==> src/rtl/pixel_plot_arbiter.sv <==
// Two-requester pixel plot arbiter with a full-screen clear sweep, driving a registered VGA pixel port.
// Build option: define PLOT_CLIP_EN to suppress plot for granted pixels outside XRES x YRES.
//
// state    | meaning
// ---------+------------------------------------------------------------
// ST_ARB   | round-robin arbitration of req0/req1, one pixel per grant
// ST_CLEAR | raster sweep of clear colour, one pixel per cycle, no grants
module pixel_plot_arbiter #(
   parameter int XRES = 160,
   parameter int YRES = 120
) (
   input  logic       CLOCK_50,
   input  logic       Resetn,
   input  logic       req0,
   input  logic       req1,
   input  logic [7:0] x0,
   input  logic [7:0] x1,
   input  logic [6:0] y0,
   input  logic [6:0] y1,
   input  logic [2:0] c0,
   input  logic [2:0] c1,
   output logic       gnt0,
   output logic       gnt1,
   input  logic       clear_start,
   input  logic [2:0] clear_color,
   output logic       clear_busy,
   output logic       clear_done,
   output logic [7:0] VGA_X,
   output logic [6:0] VGA_Y,
   output logic [2:0] VGA_COLOR,
   output logic       plot
);

   localparam logic ST_ARB   = 1'b0;
   localparam logic ST_CLEAR = 1'b1;

   logic       state_q, state_d;
   logic       last_q, last_d;
   logic [7:0] cur_x_q, cur_x_d;
   logic [6:0] cur_y_q, cur_y_d;
   logic [2:0] clr_col_q, clr_col_d;
   logic [7:0] vga_x_q, vga_x_d;
   logic [6:0] vga_y_q, vga_y_d;
   logic [2:0] vga_col_q, vga_col_d;
   logic       plot_q, plot_d;
   logic       done_q, done_d;

   logic       win0, win1;
   logic       grant0, grant1;
   logic [7:0] sel_x;
   logic [6:0] sel_y;
   logic [2:0] sel_c;
   logic       sel_ok;
   logic       last_x, last_y;

   // last_q = 1 means requester 1 won most recently, so requester 0 wins a tie
   assign win0 = req0 & (~req1 | last_q);
   assign win1 = req1 & (~req0 | ~last_q);

   assign grant0 = (state_q == ST_ARB) & ~clear_start & win0;
   assign grant1 = (state_q == ST_ARB) & ~clear_start & win1;

   assign sel_x = grant1 ? x1 : x0;
   assign sel_y = grant1 ? y1 : y0;
   assign sel_c = grant1 ? c1 : c0;

`ifdef PLOT_CLIP_EN
   assign sel_ok = (32'(sel_x) < XRES) && (32'(sel_y) < YRES);
`else
   assign sel_ok = 1'b1;
`endif

   assign last_x = (32'(cur_x_q) == XRES - 1);
   assign last_y = (32'(cur_y_q) == YRES - 1);

   always_comb begin
      state_d   = state_q;
      last_d    = last_q;
      cur_x_d   = cur_x_q;
      cur_y_d   = cur_y_q;
      clr_col_d = clr_col_q;
      vga_x_d   = vga_x_q;
      vga_y_d   = vga_y_q;
      vga_col_d = vga_col_q;
      plot_d    = 1'b0;
      done_d    = 1'b0;

      case (state_q)
         ST_ARB: begin
            if (clear_start) begin
               state_d   = ST_CLEAR;
               clr_col_d = clear_color;
               cur_x_d   = 8'd0;
               cur_y_d   = 7'd0;
            end else if (grant0 | grant1) begin
               last_d    = grant1;
               vga_x_d   = sel_x;
               vga_y_d   = sel_y;
               vga_col_d = sel_c;
               plot_d    = sel_ok;
            end
         end
         ST_CLEAR: begin
            vga_x_d   = cur_x_q;
            vga_y_d   = cur_y_q;
            vga_col_d = clr_col_q;
            plot_d    = 1'b1;
            if (last_x) begin
               cur_x_d = 8'd0;
               if (last_y) begin
                  cur_y_d = 7'd0;
                  state_d = ST_ARB;
                  done_d  = 1'b1;
               end else begin
                  cur_y_d = cur_y_q + 7'd1;
               end
            end else begin
               cur_x_d = cur_x_q + 8'd1;
            end
         end
         default: state_d = ST_ARB;
      endcase
   end

   always_ff @(posedge CLOCK_50 or negedge Resetn) begin
      if (!Resetn) begin
         state_q   <= ST_ARB;
         last_q    <= 1'b1;
         cur_x_q   <= 8'd0;
         cur_y_q   <= 7'd0;
         clr_col_q <= 3'd0;
         vga_x_q   <= 8'd0;
         vga_y_q   <= 7'd0;
         vga_col_q <= 3'd0;
         plot_q    <= 1'b0;
         done_q    <= 1'b0;
      end else begin
         state_q   <= state_d;
         last_q    <= last_d;
         cur_x_q   <= cur_x_d;
         cur_y_q   <= cur_y_d;
         clr_col_q <= clr_col_d;
         vga_x_q   <= vga_x_d;
         vga_y_q   <= vga_y_d;
         vga_col_q <= vga_col_d;
         plot_q    <= plot_d;
         done_q    <= done_d;
      end
   end

   // grants are combinational, so they must also be masked by reset directly
   assign gnt0       = grant0 & Resetn;
   assign gnt1       = grant1 & Resetn;
   assign clear_busy = (state_q == ST_CLEAR);
   assign clear_done = done_q;
   assign VGA_X      = vga_x_q;
   assign VGA_Y      = vga_y_q;
   assign VGA_COLOR  = vga_col_q;
   assign plot       = plot_q;

endmodule

==> config.mk <==
export PLATFORM = sky130hd
export DESIGN_NAME = pixel_plot_arbiter
export DESIGN_NICKNAME = d
export VERILOG_FILES = /design/src/rtl/pixel_plot_arbiter.sv
export SDC_FILE = /design/constraint.sdc
export NUM_CORES = 1
export LEC_CHECK = 0
export CAP_MARGIN = 20
export CORE_MARGIN = 8
export CORE_UTILIZATION = 40
export CTS_BUF_LIST = sky130_fd_sc_hd__clkbuf_8
export CTS_CLUSTER_SIZE = 10
export DETAILED_ROUTE_END_ITERATION = 12
export GPL_TIMING_DRIVEN = 0
export HOLD_SLACK_MARGIN = 0.15
export PLACE_DENSITY = 0.74
export SLEW_MARGIN = 15
export SYNTH_ARGS = -nofsm -noshare
export SYNTH_HDL_FRONTEND = slang
export SYNTH_SLANG_ARGS = --single-unit
==> constraint.sdc <==
create_clock -name CLOCK_50 -period 1.49 [get_ports CLOCK_50]
set_input_delay 0.149 -clock CLOCK_50 [delete_from_list [all_inputs] [get_ports CLOCK_50]]
set_output_delay 0.149 -clock CLOCK_50 [all_outputs]
set_load 0.05 [all_outputs]
# --- After elaboration in Yosys (flattened, before gate mapping) ---
# Index checks and enable logic that the tools add are counted.
word_totals:
  register_bits: 40
  input_bits: 44
op_classes:
  bitwise: 15
  addsub: 2
  n_reduce_logical: 4
  n_mux: 29
  n_eq_ne: 6
ops:
  columns: ["op", "count"]
  rows:
  - ["$mux W7", 6]
  - ["$mux W8", 5]
  - ["$pmux W8 S2", 2]
  - ["$pmux W7 S2", 2]
  - ["$mux W3", 3]
  - ["$add A8 B1 Y8 const B", 1]
  - ["$eq A8 B8 Y1 const B", 1]
  - ["$mux W1", 8]
  - ["$add A7 B1 Y7 const B", 1]
  - ["$and A1 B1 Y1", 7]
  - ["$eq A7 B7 Y1 const B", 1]
  - ["$pmux W3 S2", 1]
  - ["$reduce_and A2 Y1", 3]
  - ["$not A1 Y1", 5]
  - ["$ne A2 B1 Y1 const B", 2]
  - ["$ne A2 B2 Y1 const B", 2]
  - ["$pmux W1 S2", 2]
  - ["$or A1 B1 Y1", 3]
  - ["$reduce_and A3 Y1", 1]

# --- Depth between registers and ports, before layout ---
logic_depth:
  ltp_word: 8
  ltp_mapped: 6
  depth_no_buf: 5

# --- Worst setup path before layout ---
# Ideal clock, no wire load.
synth_path:
  path_type: "register to output"
  startpoint: "reg state_q, in the netlist clear_busy"
  endpoint: "out gnt1"
  path_stages_with_launch: 5
  path_buffers: 1
  arrival_time_ns: 1.821
  setup_slack_ns: -0.480
  required_ns: 1.341
  cell_sequence: "dfrtp_1 -> nor2_2 -> nand3_1 -> buf_2 -> nor2_1"
synth_via:
  elab_chain_len: 4
synth_rtl:
  columns: ["item", "line", "rtl"]
  rows:
  - ["start: declaration", "37", "logic state_q, state_d;"]
  - ["start signal: assignment", "138", "state_q <= state_d;"]
  - ["$not A1 Y1 (no source line)", null, null]
  - ["$and A1 B1 Y1 (2 in series)", "61", "assign grant1 = (state_q == ST_ARB) & ~clear_start & win1;"]
  - ["$and A1 B1 Y1", "153", "assign gnt1 = grant1 & Resetn;"]
  - ["end: declaration", "23", "output logic gnt1,"]
# Every way passes these cells.

# --- Worst setup path in the final report ---
layout_path:
  startpoint: "reg cur_x_q[5]"
  endpoint: "reg cur_y_q[2]"
layout_via:
  elab_chain_len: 3
layout_rtl:
  columns: ["item", "line", "rtl"]
  rows:
  - ["start: declaration", "39", "logic [7:0] cur_x_q, cur_x_d;"]
  - ["start signal: assignment", "140", "cur_x_q <= cur_x_d;"]
  - ["$eq A8 B8 Y1", "73", "assign last_x = (32'(cur_x_q) == XRES - 1);"]
  - ["$ne A2 B1 Y1 (no source line)", null, null]
  - ["$reduce_and A2 Y1 (no source line)", null, null]
  - ["end signal: assignment", "141", "cur_y_q <= cur_y_d;"]
  - ["end: declaration", "40", "logic [6:0] cur_y_q, cur_y_d;"]
# Every way passes these cells.
# A chain may end at the register's enable or synchronous reset.

==> qor.yml <==
outcome:
  status: "finished, violations left"
  violations: "setup timing"
timing:
  finalSetupViolations: 6
  finClkSkew_ns: 0.00746
  finalHoldViolCount: 0
  worstMarginPinSlew_ns: 0.725
  max_freq_mhz: 633
  max_slew_margin: 0.515
  finalCritPeriodShare: 1.06
  finalMaxSlewViolations: 0
  rsz0062_at_grt: "yes"
  setup_slack_ns: -0.0889
  fin_crit_ns: 1.58
worst_setup_path:
  cp-end-kind: "flop"
  crit_path_start_kind: "flop"
  crit_fanout: 5
  crit_type: "flop to flop"
  regToRegSetupSlack_ns: -0.09
  worstPathRequired_ns: 1.71
  worstPathArrival_ns: 1.80
global_routing:
  grt_pass1_vias: 1963
  grt_pass1_wl_um: 10000
  overflow: 0
  grt_max_degree: 26
  antenna_found_initial: 0
  grt_use_total: 0.165
clocking:
  clock-sinks: 40
  htree_levels: 2
  cts_tree: "built"
  cts_buffer_depth: 2
  root_buffer: "clkbuf_8"
  insertion_delay_ns: 0.29
  clk_pin_slew_worst_paths_ns: 0.08
  numCtsBuffers: 5
detailed_routing:
  drc: 0
  wl_per_cell_um: 16.5
  vias_per_cell: 5.27
  wirelength_um: 6110
  drt-initial-drc-count: 110
  vias: 1949
  ant_nets: 0
  dr.pass1.iters: 4
synthesis:
  synthesis.area_sq_mm: 0.00211
  syn_nets: 255
  synth.area.top_cells: "dfrtp_1 (46%), mux2i_1 (9.0%), o21ai_0 (5.7%), a22oi_1 (5.7%), nand2_1 (3.9%)"
  syn_inst: 209
  synth-seq-cells: 40
  synth-seq-area-share: 0.475
  ys_types: 45
  synth_top_area_share: 0.463
  synth_top_cell_by_area: "dfrtp_1"
  syn_area_per_cell_sq_um: 10.1
  synth-edff-count: 0
  ys.flop_type: "dfrtp_1"
  postSynth.asyncResetShare: 1.00
  ys_warn_count: 0
power:
  pwr-share-clk: 0.146
  total_power_mw: 5.11
  leakage_nw: 1.43
  cellPowerDensity_mw_per_mm2: 1600
  p_sw_frac: 0.448
  p_int_mw: 2.82
  p_comb_frac: 0.480
  power_switching_mw: 2.29
  power_frac_seq: 0.373
  ir_drop_uv: 945
finish:
  final.fill_count: 428
  synthToLayoutAreaGrowth_pct: 51.8
  layout-drive-gt1-share: 0.227
  ff_latch_area_sq_mm: 0.00101
  multi_input_area_sq_mm: 0.00112
  mostFrequentLayoutCells: "clkdlybuf4s50_1 (42), dfrtp_1 (35), o21ai_0 (22), nand2_1 (21), dlygate4sd2_1 (21)"
  fin_util: 0.627
  final_common_cell: "clkdlybuf4s50_1"
  antenna_cells: 0
  final_nets: 345
floorplanning:
  num_io_pins: 67
  die-area_sq_mm: 0.00785
  fp-row-count: 26
  initial_core_util: 0.413
  core_area_sq_mm: 0.00511
  die_w_um: 88.6
  fp.dieH_um: 88.6
job:
  drv_cap: 0
placed_design:
  gp_congestion: 0.816
  hpwl_um: 4520
  preCtsSetupSlack_ns: -0.848
  io_buffer_count: 66
hold_path:
  hp-class: "input port to flop"
==> per-stage QoR <==
| stage | cell area (sq um) | setup TNS, ns | hold slack [ns] | instances |
|---|---|---|---|---|
| after floorplan | 2130 | 0 | -0.147 | 209 |
| after global placement | 2870 | -44.41 | 0.477 | 345 |
| after detailed placement | 2890 | -9.70 | 0.109 | 346 |
| after CTS | 3060 | -0.440 | 0.472 | 360 |
| after global routing | 3200 | -1.52 | 0.473 | 370 |
| final | 3200 | -0.286 | 0.480 | 370 |
==> sequential cells by signal (all words and copies together) (netlist names) <==
signal,cells
clr_col_q,3
clear_busy,1
last_q,1
plot,1
cur_y_q,7
VGA_Y,7
clear_done,1
VGA_COLOR,3
VGA_X,8
cur_x_q,8
==> power by group through the flow <==
stage / registers [mW] / clock network (mW) / logic (mW)
final: 1.91 / 0.748 / 2.45
after global routing: 1.97 / 0.823 / 2.64
after CTS: 1.88 / 0.768 / 2.40
after detailed placement: 1.90 / 0 / 2.40
after global placement: 1.88 / 0 / 2.36
after floorplan: 2.52 / 0 / 0.899
==> critical path, stage by stage (launching register included) <==
cell     delay (ns)
dfrtp_1        0.40
buf_6          0.14
or3b_4         0.42
nor3_4         0.23
buf_4          0.17
nand2_1        0.05
o21ai_1        0.11
==> layer usage <==
metal,up-vias,GRT usage,share of wire
li1,949,-,-
met5,-,0,0
met2,52,0.266,0.51
met1,942,0.210,0.42
met4,0,0.0461,0.010
met3,6,0.0446,0.056
==> final cells by class <==
type / count / share of cell area
Buffer: 11 / 0.0258
Clock buffer: 6 / 0.0258
Clock inverter: 2 / 0.00313
Inverter: 6 / 0.00703
Multi-Input combinational cell: 152 / 0.349
Sequential cell: 40 / 0.315
Tap cell: 70 / 0.0274
Timing Repair Buffer: 83 / 0.248
==> cells in the mapped netlist (all sizes together) (3+ instances only) <==
master  instances
a22oi          16
nand4           3
o21ai          29
inv             6
a21oi           5
nand2          22
nor2           10
clkbuf          3
mux2i          19
buf             8
nand3           5
nand2b          3
mux2            3
dfrtp          39
a31oi           6
and3            3
nor3            4
==> worst paths after layout <==
path	from	cells past startpoint	to
worst max-delay path	cur_x_q[5]	6	cur_y_q[2]
worst min-delay path	clear_color[2]	2	clr_col_q[2]
worst max register to register	cur_x_q[5]	6	cur_y_q[2]
worst min register to register	last_q	2	last_q
max in group asynchronous	Resetn	2	cur_x_q[6]
min in group asynchronous	Resetn	2	VGA_X[0]
==> timing repair <==
action                     CTS  global route
pin swaps                    5             5
hold endpoints to repair    40             0
setup endpoints to repair   47            33
resized for setup           47            19
cloned                       0             0
buffers inserted             3            10
hold buffers                 3             0
==> cells by family after synthesis <==
family / share of synthesized area
simple gates: 0.154
fa+ha+maj: 0.0119
xor+xnor: 0.00831
buf+inv: 0.0409
flops: 0.475
compound gates: 0.203
mux: 0.106
(Power assumes the default switching activity.)
